<file path="src/rtl/change_dispenser.sv">
// rtl/change_dispenser.sv - greedy coin payout FSM with inventory; optional low-stock flags via CHANGE_LOW_STOCK_EN
module change_dispenser #(
  parameter int AMT_W      = 8,
  parameter int CNT_W      = 8,
  parameter int INIT_N50   = 4,
  parameter int INIT_N10   = 10,
  parameter int INIT_N5    = 10,
  parameter int INIT_N1    = 20,
  parameter int LOW_THRESH = 2
) (
  input  logic             clk,
  input  logic             reset,
  input  logic             req_valid,
  output logic             req_ready,
  input  logic [AMT_W-1:0] req_amount,
  input  logic             refill,
  output logic             coin_valid,
  input  logic             coin_ready,
  output logic [AMT_W-1:0] coin_value,
  output logic             busy,
  output logic             done,
  output logic [AMT_W-1:0] shortfall,
  output logic [AMT_W-1:0] remaining,
  output logic [3:0]       low_stock
);

  typedef enum logic [1:0] {IDLE, SELECT, ISSUE, DONE} state_t;

  localparam logic [AMT_W-1:0] D50 = AMT_W'(50);
  localparam logic [AMT_W-1:0] D10 = AMT_W'(10);
  localparam logic [AMT_W-1:0] D5  = AMT_W'(5);
  localparam logic [AMT_W-1:0] D1  = AMT_W'(1);
  localparam logic [CNT_W-1:0] ONE = CNT_W'(1);

  state_t           state, state_next;
  logic [CNT_W-1:0] n50, n10, n5, n1;
  logic [AMT_W-1:0] sel_value;
  logic             sel_found;

  // Largest denomination that fits the remaining amount and is still in stock
  always_comb begin
    sel_found = 1'b1;
    sel_value = '0;
    if (remaining >= D50 && n50 != '0)     sel_value = D50;
    else if (remaining >= D10 && n10 != '0) sel_value = D10;
    else if (remaining >= D5 && n5 != '0)   sel_value = D5;
    else if (remaining >= D1 && n1 != '0)   sel_value = D1;
    else                                    sel_found = 1'b0;
  end

  // State register
  always_ff @(posedge clk or posedge reset) begin
    if (reset) state <= IDLE;
    else       state <= state_next;
  end

  // Next-state logic; ISSUE always has coin_valid high, so coin_ready alone marks the handshake
  always_comb begin
    state_next = state;
    case (state)
      IDLE:   if (req_valid) state_next = (req_amount == '0) ? DONE : SELECT;
      SELECT: state_next = sel_found ? ISSUE : DONE;
      ISSUE:  if (coin_ready) state_next = (remaining == coin_value) ? DONE : SELECT;
      DONE:   state_next = IDLE;
      default: state_next = IDLE;
    endcase
  end

  assign req_ready = (state == IDLE);
  assign busy      = (state != IDLE);
  assign done      = (state == DONE);

  // Amount, coin presentation and inventory bookkeeping
  always_ff @(posedge clk or posedge reset) begin
    if (reset) begin
      remaining  <= '0;
      shortfall  <= '0;
      coin_valid <= 1'b0;
      coin_value <= '0;
      n50        <= CNT_W'(INIT_N50);
      n10        <= CNT_W'(INIT_N10);
      n5         <= CNT_W'(INIT_N5);
      n1         <= CNT_W'(INIT_N1);
    end else begin
      case (state)
        IDLE: begin
          if (refill) begin
            n50 <= CNT_W'(INIT_N50);
            n10 <= CNT_W'(INIT_N10);
            n5  <= CNT_W'(INIT_N5);
            n1  <= CNT_W'(INIT_N1);
          end
          if (req_valid) begin
            remaining <= req_amount;
            shortfall <= '0;
          end
        end
        SELECT: begin
          if (sel_found) begin
            coin_value <= sel_value;
            coin_valid <= 1'b1;
          end else begin
            shortfall <= remaining;
          end
        end
        ISSUE: begin
          if (coin_ready) begin
            remaining  <= remaining - coin_value;
            coin_valid <= 1'b0;
            if (coin_value == D50)      n50 <= n50 - ONE;
            else if (coin_value == D10) n10 <= n10 - ONE;
            else if (coin_value == D5)  n5  <= n5 - ONE;
            else                        n1  <= n1 - ONE;
          end
        end
        default: ;
      endcase
    end
  end

`ifdef CHANGE_LOW_STOCK_EN
  // Low-stock flags track the counters one cycle behind
  always_ff @(posedge clk or posedge reset) begin
    if (reset) low_stock <= 4'b0000;
    else       low_stock <= {n50 < CNT_W'(LOW_THRESH), n10 < CNT_W'(LOW_THRESH),
                             n5 < CNT_W'(LOW_THRESH), n1 < CNT_W'(LOW_THRESH)};
  end
`else
  assign low_stock = 4'b0000;
`endif

endmodule
</file>
<file path="config.mk">
export PLATFORM = sky130hd
export DESIGN_NAME = change_dispenser
export DESIGN_NICKNAME = d
export VERILOG_FILES = /design/src/rtl/change_dispenser.sv
export SDC_FILE = /design/constraint.sdc
export NUM_CORES = 1
export LEC_CHECK = 0
export ABC_AREA = 1
export CORE_MARGIN = 8
export CORE_UTILIZATION = 32
export DETAILED_ROUTE_END_ITERATION = 10
export GPL_ROUTABILITY_DRIVEN = 0
export REMOVE_ABC_BUFFERS = 1
export SYNTH_ARGS = -nofsm -noshare
export SYNTH_HDL_FRONTEND = slang
export SYNTH_SLANG_ARGS = --single-unit
</file>
<file path="constraint.sdc">
create_clock -name clk -period 4.1 [get_ports clk]
set_input_delay 0.615 -clock clk [delete_from_list [all_inputs] [get_ports clk]]
set_output_delay 0.615 -clock clk [all_outputs]
set_load 0.1 [all_outputs]
</file>
==> results_dict.tcl <==
set metrics [dict create \
    status "completed" \
    cts_max_level 2 \
    cts.repair.resized 0 \
    min_period_ps 2940 \
    worstPathMaxFanout 12 \
    finalCoreUtilization_pct 38.4 \
    vias_per_cell 4.72 \
    synth-edff-count 0 \
    area_growth_pct 17.0 \
    cp.required_ps 3480 \
    row_count 38 \
    cts_buffer_depth 2 \
    slew_headroom_pct 32.2 \
    setup_viol 0 \
    grtUsageTotal_pct 12.4 \
    grt_start_max_net_pins 35 \
    postSynth.asyncResetShare_pct 100 \
    grt_overflow 0 \
    core_area_mm2 0.0108 \
    ys_types 37 \
    worst_pin_slew_ps 1010 \
    cp_data_arrival_time_ps 2320 \
    cts_sinks 56 \
    dp_hpwl_um 6430 \
    cts_hold_buf 0 \
    cts_setup_buffers 0 \
    port_buffers 38 \
    post_drt_wl_per_cell_um 13.0 \
    grt_pass1_vias 3110 \
    critical_path_class "flop to primary output" \
    syn_area_per_cell_um2 7.43 \
    grt_pass1_wl_um 14900 \
    clk_latency_ps 310 \
    dr.pass1.iters 4 \
    drive_gt1_share_pct 8.16 \
    finalHoldViolCount 0 \
    ant_nets 0 \
    yosysSeqAreaShare_pct 39.9 \
    hp-class "flop to flop" \
    die_h_um 121 \
    antenna_found_initial 0 \
    place_inst 647 \
    ys_ff_latch 56 \
    initial_core_util_pct 32.8 \
    slew_violations 0 \
    n_antenna_cell 0 \
    clockRootBuffer "clkbuf_8" \
    grt_setup_unrepaired "no" \
    path_clk_slew_ps 110 \
    drt_iter0_drc 236 \
    stdcell_count 655 \
    dieArea_mm2 0.0147 \
    n_fill_cell 1125 \
    cts_tree "yes" \
    synthFlopType "dfrtp_1" \
    period_share_pct 71.7 \
    ios 45 \
    via_count 3093 \
    yosysWarnings 0 \
    max_cap_violations 0 \
    cts_inserted_buffers 5 \
    finClkSkew_ps 15.7 \
    synth_area_mm2 0.00354 \
    fin_hold_ws_ps 482 \
    route.final.wire_length_um 8490 \
    worst_setup_path_end_kind "primary output" \
    fmax_mhz 340 \
    fin_nets 542 \
    drc_errors 0 \
    fp.dieW_um 121 \
    critPathLaunchType "flop" \
    setup_tns_ps 0 \
    synth_cells 476 \
]
## synthesized netlist by cell type, types with 7 or more instances
cell	instances	area (um^2)
nor2_1	50	188
nand2_2	7	43.8
o21ai_1	11	55.1
xnor2_1	7	61.3
nand2_1	125	469
ha_1	14	175
inv_1	54	203
inv_2	7	26.3
dfrtp_1	49	1230
dfstp_2	7	184
xor2_1	12	105
nand4_1	19	119
o21ai_0	23	115
buf_4	8	60.1
nand3_1	30	150
o31ai_1	8	60.1
a21oi_1	15	75.1
## logic make-up after synthesis
kind of cell / share of synthesized area (%)
and+or+nand+nor: 30.2
buffers and inverters: 9.13
AOI/OAI and AO/OA: 10.4
DFF: 39.9
xor gates and xnor gates: 4.70
adders and majority gates: 5.52
other: 0.106
## final cells by class
type	instances	area (um^2)	area share, %
clock inverter	2	35.0	0.846
timing repair buffer	40	395	9.55
inverter	61	229	5.53
multi-input combinational	350	1820	44.0
tap	140	175	4.23
clock buffer	6	72.6	1.75
sequential	56	1410	34.1
## per-layer routing
| metal | vias to the layer above | GRT usage, % | share of wire [%] |
|---|---|---|---|
| met3 | 7 | 3.30 | 5.6 |
| met4 | 0 | 3.47 | 1.4 |
| met5 | - | 0 | 0 |
| met2 | 54 | 20.2 | 46 |
| li1 | 1597 | - | - |
| met1 | 1435 | 15.7 | 47 |
## worst paths after layout
kind	startpoint	endpoint	slack, ps	cells after the start
worst min-delay path	shortfall[5]	shortfall[5]	480	2
worst max-delay path	state[0]	busy	1160	3
worst min register to register	shortfall[5]	shortfall[5]	480	2
max in group asynchronous	reset	n50[2]	2520	3
min in group asynchronous	reset	remaining[3]	740	2
worst max register to register	state[0]	n5[7]	1800	8
## registers in the layout (all words and copies together), names as in the netlist
register	flops
n1	8
shortfall	8
coin_valid	1
state	2
coin_value	5
n50	8
n10	8
remaining	8
n5	8
## through the flow
step | setup WS [ps] | cell area (um^2)
after floorplan | 1140 | 3460
after global placement | 1570 | 4030
after detailed placement | 1510 | 4030
after CTS | 1150 | 4140
after global routing | 1040 | 4140
final | 1160 | 4140
## critical path: stages (launching register included)
cell and delay (ps):
dfrtp_1 640, nor2_2 120, inv_2 110, clkdlybuf4s50_1 1140
## cells in the final DEF (no fill, tap or decap), types with 2 or more instances in the layout
master           instances
ha_1                    14
a21oi_1                 15
nor3_1                   3
nand3_1                 30
dfrtp_1                 49
inv_1                   53
nor2_4                   2
conb_1                   6
o21ai_1                 11
o21ai_0                 23
buf_4                    2
nand2_2                  7
o31ai_1                  8
nand2_1                125
a21oi_2                  2
nor2_1                  50
inv_2                    8
clkdlybuf4s50_1         38
xor2_1                  12
dfstp_2                  7
o211ai_1                 2
clkbuf_8                 5
xnor2_1                  7
or2_2                    2
nand4_1                 19
nor2_2                   3
Power is not shown: default switching activity piles up to over one toggle a cycle in this logic, so the estimate is an artifact.
